[config.mk]
export PLATFORM = sky130hd
export DESIGN_NAME = permutation_stream_generator_flat
export DESIGN_NICKNAME = d
export VERILOG_FILES = /design/src/rtl/permute_pkg.sv /design/src/rtl/permutation_stream_generator_if.sv /design/src/rtl/permutation_index_counter.sv /design/src/rtl/permutation_stream_generator.sv /design/src/flat_wrapper.sv
export SDC_FILE = /design/constraint.sdc
export NUM_CORES = 1
export LEC_CHECK = 0
export BUFFER_PORTS_ARGS = -buffer_cell sky130_fd_sc_hd__buf_2
export CORE_MARGIN = 8
export CORE_UTILIZATION = 39
export CTS_CLUSTER_SIZE = 40
export DETAILED_ROUTE_END_ITERATION = 7
export PLACE_DENSITY = 0.69
export SLEW_MARGIN = 20
export SYNTH_ARGS = -nofsm -noshare
export SYNTH_HDL_FRONTEND = slang
export SYNTH_SLANG_ARGS = --single-unit
[constraint.sdc]
create_clock -name clk -period 33.5 [get_ports clk]
set_input_delay 3.35 -clock clk [delete_from_list [all_inputs] [get_ports clk]]
set_output_delay 3.35 -clock clk [all_outputs]
set_load 0.01 [all_outputs]
[src/rtl/permute_pkg.sv]
// Shared constants, types and index mapping for the permute1234 select interface.
package permute_pkg;

    localparam int NUM_PERMUTATIONS    = 24;
    localparam int SETS_PER_GROUP      = 4;
    localparam int PERMS_PER_SET       = 6;
    localparam int SET_WIDTH           = 2;
    localparam int PERM_IN_SET_WIDTH   = 3;
    localparam int INDEX_WIDTH         = SET_WIDTH + PERM_IN_SET_WIDTH;
    localparam int GRAPH_WIDTH_DEFAULT = 128;

    localparam logic [INDEX_WIDTH-1:0] LAST_INDEX = INDEX_WIDTH'(NUM_PERMUTATIONS - 1);

    typedef logic [INDEX_WIDTH-1:0] permIndex_t;

    // Field order matches idx: perm-in-set in the upper bits, set in the lower bits.
    typedef struct packed {
        logic [PERM_IN_SET_WIDTH-1:0] permInSet;
        logic [SET_WIDTH-1:0]         set;
    } permSelect_t;

    typedef enum logic {
        IDLE,
        RUN
    } genState_t;

    // Split a 0..23 permutation index into the {selectedPermutationInSet, selectedSet} pair.
    function automatic permSelect_t indexToSelect(input permIndex_t idx);
        permSelect_t sel;
        sel.set       = idx[SET_WIDTH-1:0];
        sel.permInSet = idx[INDEX_WIDTH-1:SET_WIDTH];
        return sel;
    endfunction

endpackage

[src/rtl/permutation_stream_generator_if.sv]
// Graph input stream and permutation-select output stream of the generator.
interface permutation_stream_generator_if
    import permute_pkg::*;
#(
    parameter int GRAPH_WIDTH = GRAPH_WIDTH_DEFAULT
) ();

    logic [GRAPH_WIDTH-1:0]       in_graph;
    logic                         in_valid;
    logic                         in_ready;

    logic [GRAPH_WIDTH-1:0]       out_graph;
    logic [SET_WIDTH-1:0]         out_set;
    logic [PERM_IN_SET_WIDTH-1:0] out_perm_in_set;
    logic                         out_first;
    logic                         out_last;
    logic                         out_valid;
    logic                         out_ready;

    // Generator side: consumes graphs, produces select beats.
    modport master (
        input  in_graph,
        input  in_valid,
        output in_ready,
        output out_graph,
        output out_set,
        output out_perm_in_set,
        output out_first,
        output out_last,
        output out_valid,
        input  out_ready
    );

    // Environment side: graph source FIFO plus downstream permuter.
    modport slave (
        output in_graph,
        output in_valid,
        input  in_ready,
        input  out_graph,
        input  out_set,
        input  out_perm_in_set,
        input  out_first,
        input  out_last,
        input  out_valid,
        output out_ready
    );

endinterface

[src/rtl/permutation_index_counter.sv]
// Wrapping 0..23 permutation index with enable, clear and a last-index flag.
module permutation_index_counter
    import permute_pkg::*;
(
    input  logic       clk,
    input  logic       rst,
    input  logic       enable,
    input  logic       clear,
    output permIndex_t idx,
    output logic       last
);

    assign last = (idx == LAST_INDEX);

    // Advance one permutation per enable; wrapping 23 -> 0 leaves idx ready for the next graph.
    always_ff @(posedge clk) begin
        // NOTE: sequential state uses non-blocking assignments so every register samples pre-edge values.
        if (rst) begin
            idx <= '0;
        end else if (clear) begin
            idx <= '0;
        end else if (enable) begin
            idx <= last ? '0 : idx + INDEX_WIDTH'(1);
        end
    end

endmodule

[src/rtl/permutation_stream_generator.sv]
// Holds one graph and emits 24 select beats for it, with a one-entry prefetch for gapless streaming.
module permutation_stream_generator
    import permute_pkg::*;
#(
    parameter int GRAPH_WIDTH = GRAPH_WIDTH_DEFAULT,
    parameter int COUNT_WIDTH = 32
) (
    input  logic                   clk,
    input  logic                   rst,
    permutation_stream_generator_if.master bus,
    output logic [COUNT_WIDTH-1:0] graphs_done
);

    genState_t              state;
    genState_t              stateNext;
    logic [GRAPH_WIDTH-1:0] activeGraph;
    logic [GRAPH_WIDTH-1:0] prefetchGraph;
    logic                   prefetchFull;
    logic [COUNT_WIDTH-1:0] graphsDone;
    permIndex_t             idx;
    logic                   idxLast;
    permSelect_t            sel;

    logic inFire;
    logic outFire;
    logic retire;

    logic loadFromInput;
    logic loadFromPrefetch;
    logic writePrefetch;
    logic clearPrefetch;
    logic clearIndex;

    // Input is taken whenever the prefetch slot is free; in IDLE the slot is always free.
    assign bus.in_ready = !prefetchFull;
    assign inFire       = bus.in_valid && !prefetchFull;
    assign outFire      = (state == RUN) && bus.out_ready;
    assign retire       = outFire && idxLast;

    // Decide where the next active graph comes from and whether the block keeps running.
    always_comb begin
        // NOTE: every signal driven here gets a default first, so no path can infer a latch.
        stateNext        = state;
        loadFromInput    = 1'b0;
        loadFromPrefetch = 1'b0;
        writePrefetch    = 1'b0;
        clearPrefetch    = 1'b0;
        clearIndex       = 1'b0;
        case (state)
            IDLE: begin
                if (inFire) begin
                    loadFromInput = 1'b1;
                    clearIndex    = 1'b1;
                    stateNext     = RUN;
                end
            end
            RUN: begin
                if (retire) begin
                    // idx wraps to 0 on this same beat, so a successor starts at permutation 0.
                    if (prefetchFull) begin
                        loadFromPrefetch = 1'b1;
                        clearPrefetch    = 1'b1;
                    end else if (inFire) begin
                        loadFromInput = 1'b1;
                    end else begin
                        stateNext = IDLE;
                    end
                end else if (inFire) begin
                    writePrefetch = 1'b1;
                end
            end
            default: stateNext = IDLE;
        endcase
    end

    // State register.
    always_ff @(posedge clk) begin
        if (rst) begin
            state <= IDLE;
        end else begin
            state <= stateNext;
        end
    end

    // Graph payload registers; their contents only matter while the matching valid/full flag is set.
    always_ff @(posedge clk) begin
        // NOTE: wide data registers are left unreset; state and flags alone define validity.
        if (loadFromInput) begin
            activeGraph <= bus.in_graph;
        end else if (loadFromPrefetch) begin
            activeGraph <= prefetchGraph;
        end
        if (writePrefetch) begin
            prefetchGraph <= bus.in_graph;
        end
    end

    // Prefetch occupancy flag.
    always_ff @(posedge clk) begin
        if (rst) begin
            prefetchFull <= 1'b0;
        end else if (writePrefetch) begin
            prefetchFull <= 1'b1;
        end else if (clearPrefetch) begin
            prefetchFull <= 1'b0;
        end
    end

    // Count graphs whose last beat was accepted; wraps naturally at the counter width.
    always_ff @(posedge clk) begin
        if (rst) begin
            graphsDone <= '0;
        end else if (retire) begin
            graphsDone <= graphsDone + COUNT_WIDTH'(1);
        end
    end

    permutation_index_counter u_index (
        .clk    (clk),
        .rst    (rst),
        .enable (outFire),
        .clear  (clearIndex),
        .idx    (idx),
        .last   (idxLast)
    );

    assign sel                 = indexToSelect(idx);
    assign bus.out_valid       = (state == RUN);
    assign bus.out_graph       = activeGraph;
    assign bus.out_set         = sel.set;
    assign bus.out_perm_in_set = sel.permInSet;
    assign bus.out_first       = (idx == '0);
    assign bus.out_last        = idxLast;
    assign graphs_done         = graphsDone;

endmodule
[src/flat_wrapper.sv]
// flat-port wrapper written by rule: the top's interface ports become plain ports
module permutation_stream_generator_flat import permute_pkg::*;
#(
    parameter int GRAPH_WIDTH = GRAPH_WIDTH_DEFAULT,
    parameter int COUNT_WIDTH = 32
)
  (clk, rst, graphs_done, bus_in_graph, bus_in_valid, bus_in_ready, bus_out_graph, bus_out_set, bus_out_perm_in_set, bus_out_first, bus_out_last, bus_out_valid, bus_out_ready);
  permutation_stream_generator_if #(.GRAPH_WIDTH(GRAPH_WIDTH)) bus_i ();
  input  logic clk;
  input  logic rst;
  output logic [COUNT_WIDTH-1:0] graphs_done;
  input wire logic [$bits(bus_i.in_graph)-1:0] bus_in_graph;
  input wire logic [$bits(bus_i.in_valid)-1:0] bus_in_valid;
  output wire logic [$bits(bus_i.in_ready)-1:0] bus_in_ready;
  output wire logic [$bits(bus_i.out_graph)-1:0] bus_out_graph;
  output wire logic [$bits(bus_i.out_set)-1:0] bus_out_set;
  output wire logic [$bits(bus_i.out_perm_in_set)-1:0] bus_out_perm_in_set;
  output wire logic [$bits(bus_i.out_first)-1:0] bus_out_first;
  output wire logic [$bits(bus_i.out_last)-1:0] bus_out_last;
  output wire logic [$bits(bus_i.out_valid)-1:0] bus_out_valid;
  input wire logic [$bits(bus_i.out_ready)-1:0] bus_out_ready;
  assign bus_i.in_graph = bus_in_graph;
  assign bus_i.in_valid = bus_in_valid;
  assign bus_in_ready = bus_i.in_ready;
  assign bus_out_graph = bus_i.out_graph;
  assign bus_out_set = bus_i.out_set;
  assign bus_out_perm_in_set = bus_i.out_perm_in_set;
  assign bus_out_first = bus_i.out_first;
  assign bus_out_last = bus_i.out_last;
  assign bus_out_valid = bus_i.out_valid;
  assign bus_i.out_ready = bus_out_ready;
  permutation_stream_generator #(.GRAPH_WIDTH(GRAPH_WIDTH), .COUNT_WIDTH(COUNT_WIDTH)) u_core (.clk(clk), .rst(rst), .bus(bus_i), .graphs_done(graphs_done));
endmodule
==> key figures, run 1 <==
Clock network
  – Cts hold-fix bufs: 0
  – CTS Buf Count: 30
  – Clock sink count: 295
  – H-tree Lvls: 1
  – CTS Buffer Depth: 3
  – Post-cts resize count: 0
  – TritonCTS clock tree: done
  – Post-CTS Setup Inserts: 0
  – Clk_lat worst skew: ~540 ps
  – Root Buffer: clkbuf_16
  – Clk slew on worst S/H paths: around 60 ps

Worst setup path
  – Crit start category: input pin
  – Slowest stage delay, CP: 850 ps
  – Crit-path cells: buf_2 > and2_0 > nand2_1 > a21o_4 > buf_4 > mux2_2
  – Crit path kind: in2reg
  – CP max-delay cell: buf_4
  – CP endpoint kind: flop
  – Top Family by Delay on Critical Path: buffers and inverters
  – CP Buf/Inv Count: 2
  – CP Max Fanout: 75
  – CP Depth: 6
  – Register-to-Register Path Depth: 7
  – Critical path arrival: 5970 ps
  – Flop2flop setup slack: between 30,000 and 40,000 ps
  – CP required: 33,780 ps

Route
  – Wire per inst: 19.1 µm
  – WL final: 25,700 µm
  – DRT iter0 DRCs: 452
  – Via count: 6,529
  – Vias per cell: 4.86
  – Pre-Repair DR Iteration Count: 4
  – Antenna viol nets, final: 0
  – DRC: 0

Yosys
  – Synth warn: 0
  – Cells taking the most area after synthesis: edfxtp_1 (69%), mux2_2 (13%), dfxtp_1 (7.0%), a21oi_1 (1.1%), or4_1 (0.95%)
  – Cell count after synthesis: 626
  – Register area share after synthesis: 76.2%
  – Mapped Area: 11,100 µm²
  – Mean Syn Cell Area: 17.8 µm²
  – Synthesized flop and latch total: 295
  – Synth area leader: edfxtp_1
  – Syn_nets: roughly 760
  – Netlist cell types: 34
  – Yosys top cell area share: between 60% and 70%

Place
  – PortBufs: 300
  – Placed insts: 1,289
  – Post-DP HPWL: 17,600 µm
  – Placer Congestion: 0.784

Timing
  – Tcrit/Tclk final: about 17%
  – Worst-Margin Slew: 1010 ps
  – Tmin final: 5690 ps
  – TNS Setup: 0 ps
  – Final hold vios: 0
  – F_max: 176 MHz
  – Final setup viols: 0
  – RSZ-0062 raised after global routing: no
  – Max Slew Vio Count: 0
  – Relative max-transition margin: 32.5%
  – Clock skew: about 12 ps

Power
  – Sequential Power Share: 53.0%
  – Power per cell area: 58.0 nW/µm²
  – Psw: ~0.00018 W
  – Leak Pwr: 5.23 nW
  – Pint: 0.000635 W
  – Sw frac: 21.6%
  – Max VDD drop: roughly 0.044 mV
  – Comb pwr share: 7.9%
  – Clock power share: 39.1%

Global routing
  – Remaining global-route overflow: 0
  – All-Layer GR Usage: 14.1%
  – Initial antenna violation count: 6
  – First-pass GRT wire length: 37,700 µm
  – Pin count of the biggest net entering global routing: 76
  – Vias in the first global route: 6,598

Floorplanning
  – Core ar.: 28,400 µm²
  – Starting Density: 39.2%
  – Die X: roughly 180 µm
  – Die Y: 185 µm
  – Num ports: 301
  – Row cnt: 62
  – Die area: 34,200 µm²

Hold path
  – Hold WC Path Type: reg2reg
  – Hold Path Depth: 2

Layout
  – Diode count: 0
  – Filler instances: 2,446
  – Layout cells sized above 1: 50.8%
  – Area grow syn2layout: 25.7%
  – Post-Layout Cell Count: about 1,300
  – Nets: 1,072

Run
  – Max-cap violations: 0

Outcome
  – Outcome: finished clean
flip-flops by register name, summed over array words and instances (netlist names):
register and flops:
u_core.bus.out_graph 128, u_core.bus.out_valid 1, u_core.graphs_done 32, u_core.prefetchFull 1
u_core.prefetchGraph 128, u_core.u_index.idx 5
power groups by stage:
stage          registers, W  logic [W]  clock network (W)
2_1_floorplan      0.000447  0.0000281                  0
3_3_place_gp       0.000437  0.0000644                  0
3_5_place_dp       0.000437  0.0000654                  0
4_1_cts            0.000429  0.0000659           0.000328
5_1_grt            0.000431  0.0000694           0.000341
6_report           0.000429  0.0000639           0.000317
cell usage after synthesis (all sizes together):
library cell / count
a21oi: 24
nor3: 4
o21ai: 7
clkbuf: 11
and4: 4
o31ai: 13
a21o: 1
nand3: 9
or4b: 3
or4: 14
xnor2: 7
o41ai: 1
or2: 1
buf: 14
o21bai: 1
nor4b: 1
nand4b: 1
nand4: 9
dfxtp: 39
nor2b: 5
and2: 1
xor2: 3
mux2i: 1
inv: 13
mux2: 132
ha: 3
nor4: 7
nand2: 18
or3: 6
nor2: 17
edfxtp: 256
metrics by stage:
step / setup WS [ps] / util [%] / total power [W] / instance area [µm²] / hold WS [ps]
2_1_floorplan: 19960 / - / 0.000476 / 11100 / 446
3_3_place_gp: 27230 / 45.9 / 0.000501 / 13000 / 459
3_5_place_dp: 27200 / 45.9 / 0.000503 / 13000 / 465
4_1_cts: 27750 / 49.2 / 0.000824 / 14000 / 474
5_1_grt: 27620 / 49.2 / 0.000842 / 14000 / 491
6_report: 27810 / 49.2 / 0.000810 / 14000 / 470
routing by layer:
| metal | vias to the layer above | global-route usage (%) | share of wire (%) |
|---|---|---|---|
| met4 | 12 | 3.46 | 1.9 |
| met5 | - | 0 | 0.30 |
| met2 | 247 | 23.4 | 47 |
| met3 | 43 | 5.04 | 10 |
| met1 | 3143 | 17.2 | 40 |
| li1 | 3084 | - | - |
worst register-to-register path, stage by stage (launching register included):
cell,delay (ps)
dfxtp_1,360
ha_1,270
nand4b_4,160
inv_1,100
nand2_1,240
a21o_4,630
buf_4,860
mux2_2,530
kinds of logic (layout without fill, tap and decap cells):
group | after synthesis | count (layout) | synth area share, %
xor gates and xnor gates | 10 | 10 | 0.788
AOI/OAI and AO/OA | 47 | 47 | 2.49
buffers and inverters | 38 | 372 | 1.49
DFF | 295 | 295 | 76.2
adders and majority gates | 3 | 3 | 0.338
and+or+nand+nor | 100 | 100 | 5.26
muxes | 133 | 133 | 13.5
cell type report:
cell class | count | area [µm²] | area share [%]
flip-flops and latches | 295 | 8470 | 60.6
repair buffers | 304 | 1530 | 11.0
multi-input cells | 293 | 2500 | 17.9
clock buffers | 34 | 787 | 5.63
inverters | 13 | 51.3 | 0.367
well taps | 384 | 480 | 3.44
clock inverters | 21 | 158 | 1.13
cell usage in the layout, fill, tap and decap left out, types with 7 or more instances in the layout:
master | synthesis | layout
edfxtp_1 | 256 | 256
a21oi_1 | 24 | 24
nand2_1 | 18 | 18
dfxtp_1 | 39 | 39
mux2_2 | 132 | 132
clkbuf_16 | 0 | 31
inv_1 | 13 | 12
clkinv_1 | 0 | 8
nand3_1 | 9 | 9
nor2_1 | 17 | 17
xnor2_1 | 7 | 7
o31ai_1 | 13 | 13
clkinv_2 | 0 | 7
nand4_1 | 9 | 9
buf_2 | 12 | 300
nor4_1 | 7 | 7
or4_1 | 14 | 14
final timing paths:
kind | start | end
max | bus_out_ready | u_core.bus.out_graph[92]$_DFFE_PP_
min reg2reg | u_core.prefetchFull$_SDFFE_PP0P_ | u_core.prefetchFull$_SDFFE_PP0P_
min | u_core.prefetchFull$_SDFFE_PP0P_ | u_core.prefetchFull$_SDFFE_PP0P_
max reg2reg | u_core.u_index.idx[0]$_SDFFE_PP0P_ | u_core.bus.out_graph[92]$_DFFE_PP_
Power figures use the tool's default switching activity.
==> run 2, diff against run 1 <==
--- a/config.mk
+++ b/config.mk
@@ -5,6 +5,7 @@
 export SDC_FILE = /design/constraint.sdc
 export NUM_CORES = 1
 export LEC_CHECK = 0
+export ABC_AREA = 1
 export BUFFER_PORTS_ARGS = -buffer_cell sky130_fd_sc_hd__buf_2
 export CORE_MARGIN = 8
 export CORE_UTILIZATION = 39
==> constraint.sdc (replaced) <==
create_clock -name clk -period 5.95 [get_ports clk]
set_input_delay 0.595 -clock clk [delete_from_list [all_inputs] [get_ports clk]]
set_output_delay 0.595 -clock clk [all_outputs]
set_load 0.01 [all_outputs]
==> run 2 against run 1 <==
Net effect:
- first-iteration DRC count is 51% higher
- sequential cell count stayed put
- combinational power grew to 6.5 times the previous value
- global-route usage is 2.5 points higher
- non-clock buffer count is 4 higher
- utilization hardly changed
- power grew to 5.9 times the previous value
- setup slack worse by 26000 ps
- final area is 3.9% higher
- cell count is 28% higher
- sequential power grew to 5.7 times the previous value
- largest cell class unchanged
==> key figures, run 2 <==
Yosys
  – Ys flop type: edfxtp_1
  – Post-synth EDFFs: 256
  – Yosys top cell area share: 66.2%
  – Post-synthesis mux area share: 0%
  – Syn_nets: around 1,100
  – Synthesized flop and latch total: around 300
  – Count leader, synth: nand2_1
  – Netlist cell types: 26
  – Mapped Area: 11,600 µm²
  – Commonest cells post-synth: nand2_1 (338), edfxtp_1 (256), nand3_1 (152), nor2_1 (66), inv_1 (48)
  – Synth warn: 0
  – Mean Syn Cell Area: 11.4 µm²
  – Synth area leader: edfxtp_1
  – Cells taking the most area after synthesis: edfxtp_1 (66%), nand2_1 (11%), dfxtp_1 (6.7%), nand3_1 (6.6%), nor2_1 (2.1%)
  – Cell count after synthesis: 1,014
  – Main combinational cell family by area after synthesis: simple AND/OR/NAND/NOR gates
  – Post-synthesis compound-gate area fraction: 1.37%
  – Simple-gate share of the synthesized area: 21.5%
  – Synthesized-area fraction occupied by adder cells: 0.323%
  – Post-synthesis xor/xnor area fraction: less than 1%
  – Fraction of registers with async set/reset: 0%
  – Register area share after synthesis: approximately 73%

Timing
  – TNS Setup: 0 ps
  – Max Slew Vio Count: 0
  – Final setup margin: 2260 ps
  – Tmin final: 3690 ps
  – RSZ-0062 raised after global routing: no
  – Tcrit/Tclk final: 62.0%
  – Final hold vios: 0
  – F_max: between 200 and 300 MHz
  – Final setup viols: 0
  – Relative max-transition margin: 35.5%
  – Worst-Margin Slew: 967 ps
  – Clock skew: just under 20 ps

Worst setup path
  – Critical path arrival: a little under 4000 ps
  – Slowest stage delay, CP: slightly above 600 ps
  – Crit path kind: reg2reg
  – Top Family by Delay on Critical Path: simple AND/OR/NAND/NOR gates
  – CP Max Fanout: 82
  – Flop2flop setup slack: roughly 2300 ps
  – Crit start category: flop
  – CP Buf/Inv Count: 1
  – CP endpoint kind: flop
  – CP Depth: 8
  – Register-to-Register Path Depth: 8
  – CP max-delay cell: nand2_4
  – Crit-path cells: ha_1 > nand2_1 > nor2_4 > nand2_1 > nand2_4 > nand2_4 > o21ai_4 > buf_6
  – CP required: between 6000 and 7000 ps

Hold path
  – Hold WC Path Type: in2reg
  – Hold Path Depth: 1

Floorplanning
  – Starting Density: 39.4%
  – Die X: 189 µm
  – Die area: 35,500 µm²
  – Row cnt: 63
  – Num ports: approximately 300
  – Core ar.: about 29,000 µm²
  – Die Y: 189 µm

Route
  – Via count: 8,415
  – Antenna viol nets, final: 0
  – WL final: 30,700 µm
  – DRT iter0 DRCs: 682
  – Pre-Repair DR Iteration Count: 5
  – DRC: 0
  – Wire per inst: around 18 µm
  – Vias per cell: around 5

Layout
  – Area grow syn2layout: 25.1%
  – Final core utilization: 49.3%
  – Commonest non-fill, non-tap cell in the layout: nand2_1
  – Nets: approximately 1,400
  – Layout cells sized above 1: 27.7%
  – Commonest cells after routing, fill and taps aside: nand2_1 (336), buf_2 (300), edfxtp_1 (256), nand3_1 (152), nor2_1 (65)

Power
  – Overall Power: approximately 0.0048 W
  – Max VDD drop: 0.211 mV
  – Power per cell area: 332 nW/µm²
  – Leak Pwr: ~6 nW

Clock network
  – Post-cts resize count: 0
  – CTS Buf Count: 31
  – Clk slew on worst S/H paths: 60 ps
  – H-tree Lvls: 1
  – Clock sink count: 295
  – Post-CTS Setup Inserts: 0
  – Root Buffer: clkbuf_16
  – Clk_lat worst skew: 560 ps
  – TritonCTS clock tree: done
  – CTS Buffer Depth: 3
  – Cts hold-fix bufs: 0

Outcome
  – Outcome: finished clean

Global routing
  – All-Layer GR Usage: between 10% and 20%
  – Initial antenna violation count: 10
  – First-pass GRT wire length: around 48,000 µm
  – Pin count of the biggest net entering global routing: 87
  – Remaining global-route overflow: 0
  – Vias in the first global route: 8,441

Place
  – Setup WS pre-CTS: 1950 ps
  – Post-DP HPWL: 20,800 µm
  – Placer Congestion: 0.904
  – PortBufs: 300

Run
  – Max-cap violations: 0
==> run 2: cell count changes in the layout (fill, tap and decap cells not counted), sizes merged, moves of 5 or more <==
cell	previous run	this run
nand3	9	152
o31ai	13	0
clkinv	17	12
inv	13	53
nor4	7	0
nor2b	5	0
or4	14	0
a21oi	24	14
nand4	9	17
nor2	17	70
nand2	18	339
or3	6	0
mux2	132	0
==> run 2: worst paths after layout <==
check,start,end
hold reg to reg,u_core.graphs_done[4]$_SDFFE_PP0P_,u_core.graphs_done[4]$_SDFFE_PP0P_
hold / removal,bus_in_graph[21],u_core.prefetchGraph[21]$_DFFE_PP_
setup / recovery,u_core.u_index.idx[1]$_SDFFE_PP0P_,u_core.bus.out_graph[87]$_DFFE_PP_
setup reg to reg,u_core.u_index.idx[1]$_SDFFE_PP0P_,u_core.bus.out_graph[87]$_DFFE_PP_
==> run 2: through the flow <==
step	std cells	hold slack, ps	cell area (µm²)
2_1_floorplan	1014	476	11600
3_3_place_gp	1665	443	13500
3_5_place_dp	1665	463	13500
4_1_cts	1723	195	14500
5_1_grt	1725	202	14500
6_report	1725	226	14500
==> run 2: logic make-up (layout without fill, tap and decap cells) <==
group	after synthesis	after routing
AND/OR/NAND/NOR	588	588
flip-flops	295	295
buffers and inverters	95	414
AO/OA/AOI/OAI	29	29
XOR/XNOR	4	4
adder cells (fa/ha/maj)	3	3
other	0	2
==> run 2: final cells by class <==
cell class	count	area [µm²]
fillers	2637	15000
flip-flops and latches	295	8470
multi-input cells	624	2760
repair buffers	308	1570
clock buffers	33	783
well taps	390	488
clock inverters	25	272
inverters	48	183
diodes	2	5.00
==> run 2: layer usage <==
metal,wire length [µm],share of wire (%),track usage (%),vias to the layer above
met3,3550,12,6.88,56
met1,12000,39,20.3,3909
met5,106,0.35,0,-
met2,14500,47,26.9,358
met4,522,1.7,3.67,16
li1,-,-,-,4076
==> run 2: power breakdown <==
group	switching [W]	internal (W)
clock network	0.000806	0.00118
registers	0.0000313	0.00239
logic	0.000282	0.000131
